$ cat config.mk
export PLATFORM = sky130hd
export DESIGN_NAME = alu_op_sequencer
export DESIGN_NICKNAME = d
export VERILOG_FILES = /design/src/rtl/alu_op_sequencer_pkg.sv /design/src/rtl/alu_op_sequencer_decoder.sv /design/src/rtl/alu_op_sequencer.sv
export SDC_FILE = /design/constraint.sdc
export NUM_CORES = 1
export LEC_CHECK = 0
export ABC_AREA = 1
export BUFFER_PORTS_ARGS = -buffer_cell sky130_fd_sc_hd__buf_2
export CAP_MARGIN = 25
export CORE_ASPECT_RATIO = 0.7
export CORE_UTILIZATION = 43
export CTS_BUF_LIST = sky130_fd_sc_hd__clkbuf_8
export DETAILED_ROUTE_END_ITERATION = 10
export GPL_TIMING_DRIVEN = 0
export HOLD_SLACK_MARGIN = 0.08
export PLACE_DENSITY = 0.9
export RECOVER_POWER = 100
export SYNTH_ARGS = -nofsm -noshare
export SYNTH_HDL_FRONTEND = slang
export SYNTH_HIERARCHICAL = 1
export SYNTH_SLANG_ARGS = --single-unit
$ cat constraint.sdc
create_clock -name clock -period 1.5 [get_ports clock]
set_clock_uncertainty 0.05 [all_clocks]
set_input_delay 0.075 -clock clock [delete_from_list [all_inputs] [get_ports clock]]
set_output_delay 0.075 -clock clock [all_outputs]
set_load 0.05 [all_outputs]
$ cat src/rtl/alu_op_sequencer_pkg.sv
// Shared definitions for the ALU operation sequencer: opcode encodings,
// one-hot strobe bit positions, FSM state type and the MUL/DIV classifier.
package alu_op_sequencer_pkg;

   localparam int OPC_W  = 5;
   localparam int CTRL_W = 14;

   localparam logic [OPC_W-1:0] OP_ADD   = 5'b00011;
   localparam logic [OPC_W-1:0] OP_SUB   = 5'b00100;
   localparam logic [OPC_W-1:0] OP_SHR   = 5'b00101;
   localparam logic [OPC_W-1:0] OP_SHRA  = 5'b00110;
   localparam logic [OPC_W-1:0] OP_SHL   = 5'b00111;
   localparam logic [OPC_W-1:0] OP_ROR   = 5'b01000;
   localparam logic [OPC_W-1:0] OP_ROL   = 5'b01001;
   localparam logic [OPC_W-1:0] OP_AND   = 5'b01010;
   localparam logic [OPC_W-1:0] OP_OR    = 5'b01011;
   localparam logic [OPC_W-1:0] OP_MUL   = 5'b01111;
   localparam logic [OPC_W-1:0] OP_DIV   = 5'b10000;
   localparam logic [OPC_W-1:0] OP_NEG   = 5'b10001;
   localparam logic [OPC_W-1:0] OP_NOT   = 5'b10010;
   localparam logic [OPC_W-1:0] OP_INCPC = 5'b11111;

   // Bit positions inside alu_ctrl
   localparam int B_ADD   = 0;
   localparam int B_SUB   = 1;
   localparam int B_MUL   = 2;
   localparam int B_DIV   = 3;
   localparam int B_AND   = 4;
   localparam int B_OR    = 5;
   localparam int B_SHR   = 6;
   localparam int B_SHRA  = 7;
   localparam int B_SHL   = 8;
   localparam int B_ROR   = 9;
   localparam int B_ROL   = 10;
   localparam int B_NEG   = 11;
   localparam int B_NOT   = 12;
   localparam int B_INCPC = 13;

   typedef enum logic [1:0] {
      ST_IDLE = 2'd0,
      ST_EXEC = 2'd1,
      ST_DONE = 2'd2
   } state_e;

   function automatic logic op_is_muldiv(input logic [OPC_W-1:0] op);
      return (op == OP_MUL) || (op == OP_DIV);
   endfunction

endpackage

$ cat src/rtl/alu_op_sequencer_decoder.sv
// Combinational opcode decoder: 5-bit opcode to one-hot ALU strobes,
// plus MUL/DIV classification and an illegal-opcode flag.
module alu_op_sequencer_decoder
   import alu_op_sequencer_pkg::*;
(
   input  logic [OPC_W-1:0]  opcode_i,
   output logic [CTRL_W-1:0] ctrl_o,
   output logic              is_muldiv_o,
   output logic              illegal_o
);

   always_comb begin
      // NOTE: every output gets a default before the case so no path leaves it unassigned (no latch).
      ctrl_o    = '0;
      illegal_o = 1'b0;
      case (opcode_i)
         OP_ADD:   ctrl_o[B_ADD]   = 1'b1;
         OP_SUB:   ctrl_o[B_SUB]   = 1'b1;
         OP_SHR:   ctrl_o[B_SHR]   = 1'b1;
         OP_SHRA:  ctrl_o[B_SHRA]  = 1'b1;
         OP_SHL:   ctrl_o[B_SHL]   = 1'b1;
         OP_ROR:   ctrl_o[B_ROR]   = 1'b1;
         OP_ROL:   ctrl_o[B_ROL]   = 1'b1;
         OP_AND:   ctrl_o[B_AND]   = 1'b1;
         OP_OR:    ctrl_o[B_OR]    = 1'b1;
         OP_MUL:   ctrl_o[B_MUL]   = 1'b1;
         OP_DIV:   ctrl_o[B_DIV]   = 1'b1;
         OP_NEG:   ctrl_o[B_NEG]   = 1'b1;
         OP_NOT:   ctrl_o[B_NOT]   = 1'b1;
         OP_INCPC: ctrl_o[B_INCPC] = 1'b1;
         default:  illegal_o       = 1'b1;
      endcase
   end

   assign is_muldiv_o = op_is_muldiv(opcode_i);

endmodule

$ cat src/rtl/alu_op_sequencer.sv
// ALU feeder/capture: accepts one op per handshake, drives one-hot strobes for
// a settle time, captures the ALU result into z_high/z_low and presents it.
module alu_op_sequencer
   import alu_op_sequencer_pkg::*;
#(
   parameter int DATA_W     = 32,
   parameter int SETTLE_CYC = 1,
   parameter int MULDIV_CYC = 4
) (
   input  logic              clock,
   input  logic              clear,
   input  logic              op_valid,
   output logic              op_ready,
   input  logic [OPC_W-1:0]  opcode,
   input  logic [DATA_W-1:0] a_in,
   input  logic [DATA_W-1:0] b_in,
   output logic [DATA_W-1:0] alu_a,
   output logic [DATA_W-1:0] alu_b,
   output logic [CTRL_W-1:0] alu_ctrl,
   input  logic [DATA_W-1:0] alu_chigh,
   input  logic [DATA_W-1:0] alu_clow,
   output logic [DATA_W-1:0] z_high,
   output logic [DATA_W-1:0] z_low,
   output logic              res_valid,
   input  logic              res_ready,
   output logic              illegal_op
);

   localparam int MAX_CYC = (SETTLE_CYC > MULDIV_CYC) ? SETTLE_CYC : MULDIV_CYC;
   localparam int CNT_W   = (MAX_CYC > 1) ? $clog2(MAX_CYC) : 1;
   localparam logic [CNT_W-1:0] SETTLE_LD = CNT_W'(SETTLE_CYC - 1);
   localparam logic [CNT_W-1:0] MULDIV_LD = CNT_W'(MULDIV_CYC - 1);

   state_e              state_q, state_d;
   logic [CNT_W-1:0]    cnt_q, cnt_d;
   logic [OPC_W-1:0]    opcode_q;
   logic [DATA_W-1:0]   a_q, b_q, zh_q, zl_q;
   logic [CTRL_W-1:0]   dec_ctrl;
   logic                dec_muldiv, dec_illegal;
   logic                accept, capture;

   // Decoding the latched opcode keeps strobes constant for the whole EXEC window
   alu_op_sequencer_decoder u_dec (
      .opcode_i    (opcode_q),
      .ctrl_o      (dec_ctrl),
      .is_muldiv_o (dec_muldiv),
      .illegal_o   (dec_illegal)
   );

   assign accept  = (state_q == ST_IDLE) && op_valid;
   assign capture = (state_q == ST_EXEC) && (cnt_q == '0);

   always_comb begin
      state_d    = state_q;
      cnt_d      = cnt_q;
      op_ready   = 1'b0;
      res_valid  = 1'b0;
      alu_ctrl   = '0;
      illegal_op = 1'b0;
      case (state_q)
         ST_IDLE: begin
            op_ready = 1'b1;
            if (op_valid) begin
               state_d = ST_EXEC;
               cnt_d   = op_is_muldiv(opcode) ? MULDIV_LD : SETTLE_LD;
            end
         end
         ST_EXEC: begin
            alu_ctrl = dec_ctrl;
            if (cnt_q == '0) state_d = ST_DONE;
            else             cnt_d   = cnt_q - CNT_W'(1);
         end
         ST_DONE: begin
            res_valid  = 1'b1;
            illegal_op = dec_illegal;
            if (res_ready) state_d = ST_IDLE;
         end
         default: state_d = ST_IDLE;
      endcase
   end

   always_ff @(posedge clock or negedge clear) begin
      if (!clear) begin
         state_q  <= ST_IDLE;
         cnt_q    <= '0;
         opcode_q <= '0;
         a_q      <= '0;
         b_q      <= '0;
         zh_q     <= '0;
         zl_q     <= '0;
      end else begin
         // NOTE: non-blocking so every register samples pre-edge values regardless of statement order.
         state_q <= state_d;
         cnt_q   <= cnt_d;
         if (accept) begin
            opcode_q <= opcode;
            a_q      <= a_in;
            b_q      <= b_in;
         end
         // Illegal ops leave the previous result untouched
         if (capture && !dec_illegal) begin
            zl_q <= alu_clow;
            zh_q <= dec_muldiv ? alu_chigh : '0;
         end
      end
   end

   assign alu_a  = a_q;
   assign alu_b  = b_q;
   assign z_high = zh_q;
   assign z_low  = zl_q;

endmodule

==> results_dict.tcl <==
set metrics [dict create \
    status "finished, violations left" \
    violations "setup timing" \
    synth-async-reset-ratio 1.00 \
    grt_start_max_net_pins 84 \
    die_y_um 98.9 \
    num_rows 34 \
    pwr-share-comb 0.613 \
    synth_top_cell_by_area "dfrtp_1" \
    num_vias 7184 \
    period_needed_ns 2.09 \
    busiest_layer "met2" \
    reg2reg_slack_ns -0.59 \
    crit_type "flop to flop" \
    r2r_cells 14 \
    synth_cells 695 \
    required_ns 1.76 \
    start_util 0.452 \
    synth_seq_cells 137 \
    synth_area_um2 5770 \
    muxShareOfSynthArea 0 \
    min_path_type "input pin to asynchronous set/reset pin" \
    ir_drop_mv 1.70 \
    min_period_over_period 1.40 \
    die_w_um 140 \
    grt_usage 0.335 \
    ys.flop_type "dfrtp_1" \
    antenna_found_initial 2 \
    grtUsageMet2 0.583 \
    htreeDepth 4 \
    clk_latency_ns 0.42 \
    ys_warn_count 6 \
    worst_slack_ns -0.593 \
    worstSetupStartpoint "opcode_q[1]$_DFFE_PN0P_" \
    wl_per_cell_um 18.4 \
    synthTopCellsByCount "nand2_1, dfrtp_1, nand3_1" \
    fill_cells 634 \
    final_nets 1310 \
    setup-tns-final_ns -40.65 \
    globalplace.congestion 0.886 \
    viasPerCell 5.32 \
    final_antenna_net_count 0 \
    grt_pass1_wl_um 35900 \
    hold_ws_ns 0.251 \
    drt_iter0_drc 389 \
    cts_buffers 17 \
    p_leak_uw 0.00571 \
    pwr-share-seq 0.262 \
    switching_power_uw 13800 \
    ys_top_cells_by_area "dfrtp_1, nand2_1, nand3_1" \
    worst-path-max-fanout 14 \
    ys_seq_area_frac 0.594 \
    clk_pin_slew_ns 0.10 \
    p_total_uw 25400 \
    drive_gt1_frac 0.436 \
    overflow 0 \
    synth_top_family_by_area "simple AND/OR/NAND/NOR gates" \
    synth-compound-area-share 0.00564 \
    endpoint_kind "flop" \
    swShare 0.544 \
    syn_area_per_cell_um2 8.30 \
    synth-simple-area-share 0.340 \
    syn_nets 833 \
    worst_pin_slew_ns 0.769 \
    yosysUniqueCellTypes 20 \
    pin_count 282 \
    setup_viol 82 \
    synth_enable_flop_cells 0 \
    drt-total-wl_um 24800 \
    cts_sinks 137 \
    cts-root-buf "clkbuf_8" \
    yosysMostFrequentCell "nand2_1" \
    die-area_um2 13900 \
    report.final.slew_viol_count 0 \
    port_buffers 280 \
    fmax_ghz 0.478 \
    grt_pass1_vias 7089 \
    core_area_um2 12800 \
    timing.rr.end "z_high[3]$_DFFE_PN0P_" \
    cp.arrival_ns 2.36 \
    relSlewSlack 0.487 \
    hold_viol 0 \
    clockPowerShare 0.125 \
    setup.worst_path.start_class "flop" \
    drc 0 \
    cts.path.max_buffers 2 \
    firstDrtPassIters 5 \
    p_int_uw 11600 \
    max_cap_violations 0 \
    area_growth_pct 82.1 \
    synth-xor-area-share 0 \
    rsz0062_at_grt "yes" \
    grt_use_met3 0.0845 \
    yosys.area_share.adder 0.00217 \
    synth_top_area_share 0.594 \
    dp_hpwl_um 12400 \
    tritoncts "done" \
    p_per_area_nw_per_um2 2410 \
    use_met1 0.379 \
    regToRegStartpoint "opcode_q[1]$_DFFE_PN0P_" \
]
==> how the worst max path moves through the flow <==
stage / to / cells after the start
after global routing: illegal_op / 10
after CTS: illegal_op / 9
after global placement: opcode_q[0]$_DFFE_PN0P_ / 1
final: z_high[3]$_DFFE_PN0P_ / 14
after floorplan: alu_ctrl[0] / 4
after detailed placement: opcode_q[3]$_DFFE_PN0P_ / 6
==> registers in the layout (all words and copies together) (netlist names) <==
name	count
alu_a	32
alu_b	32
z_high	32
z_low	32
opcode_q	5
cnt_q	2
state_q	2
==> metal layers <==
layer  vias to the layer above  wire length (um)
li1                       3124                 -
met1                      3416              8870
met2                       492             12400
met3                       152              2050
met4                         0              1510
met5                         -                 0
==> area by class of cell <==
cell class | instances | area (um^2) | share of cell area
Timing Repair Buffer | 459 | 3410 | 0.325
Clock buffer | 18 | 248 | 0.0236
Buffer | 40 | 443 | 0.0422
Tap cell | 162 | 203 | 0.0193
Sequential cell | 137 | 3430 | 0.327
Multi-Input combinational cell | 481 | 2450 | 0.233
Antenna cell | 3 | 7.51 | 0.000714
Inverter | 36 | 150 | 0.0143
Clock inverter | 14 | 160 | 0.0152
==> per-stage QoR <==
step	setup slack [ns]	util	instance area, um^2	instances
final	-0.593	0.823	10500	1350
after global routing	-0.659	0.823	10500	1349
after CTS	-0.498	0.786	10000	1331
after detailed placement	-0.492	0.601	7670	1138
after global placement	-1.79	0.598	7640	1137
after floorplan	-0.125	-	6030	695
==> cells by family (layout without fill, tap and decap cells) <==
kind of cell               count (synthesis)  in the layout
other                                      0              3
adders and majority gates                  1              1
buffers and inverters                     77            567
AOI/OAI and AO/OA                          6              6
DFF                                      137            137
and+or+nand+nor                          474            474
==> power groups by stage <==
stage | Sequential [uW] | Clock (uW) | Combinational, uW
floorplan | 11900 | 0 | 3730
global placement | 6390 | 0 | 12100
detailed placement | 6460 | 0 | 12400
CTS | 6450 | 3160 | 13900
global route | 6800 | 3330 | 16300
finish | 6650 | 3160 | 15500
==> layout by cell type (no fill, tap or decap), drive strengths merged, types with 3 or more instances in the layout <==
cell	synthesis	final
a21oi	3	3
buf	24	346
clkbuf	17	35
clkinvlp	0	4
dfrtp	137	137
diode	0	3
dlygate4sd3	0	136
inv	36	43
nand2	315	315
nand3	106	106
nor2	48	48
nor3	3	3
==> repair_timing <==
action,4_1_cts,5_1_grt
endpoints found under the hold margin,274,0
hold buffers,136,0
setup buffers,18,17
resized for setup,112,122
cloned,7,4
endpoints found under the setup margin,149,146
pin swaps,34,25
==> critical path: stages (launching register included) <==
cell and delay, ns:
dfrtp_1 0.39, buf_6 0.15, nor2_4 0.11, inv_2 0.07
nor3_4 0.15, nor2_1 0.09, nand2_2 0.11, nor2_4 0.06
buf_4 0.13, nor2_4 0.15, buf_12 0.14, inv_12 0.06
buf_8 0.14, nand2_1 0.08, nand2_1 0.07
Note: power is estimated with default switching activity, not from simulation.
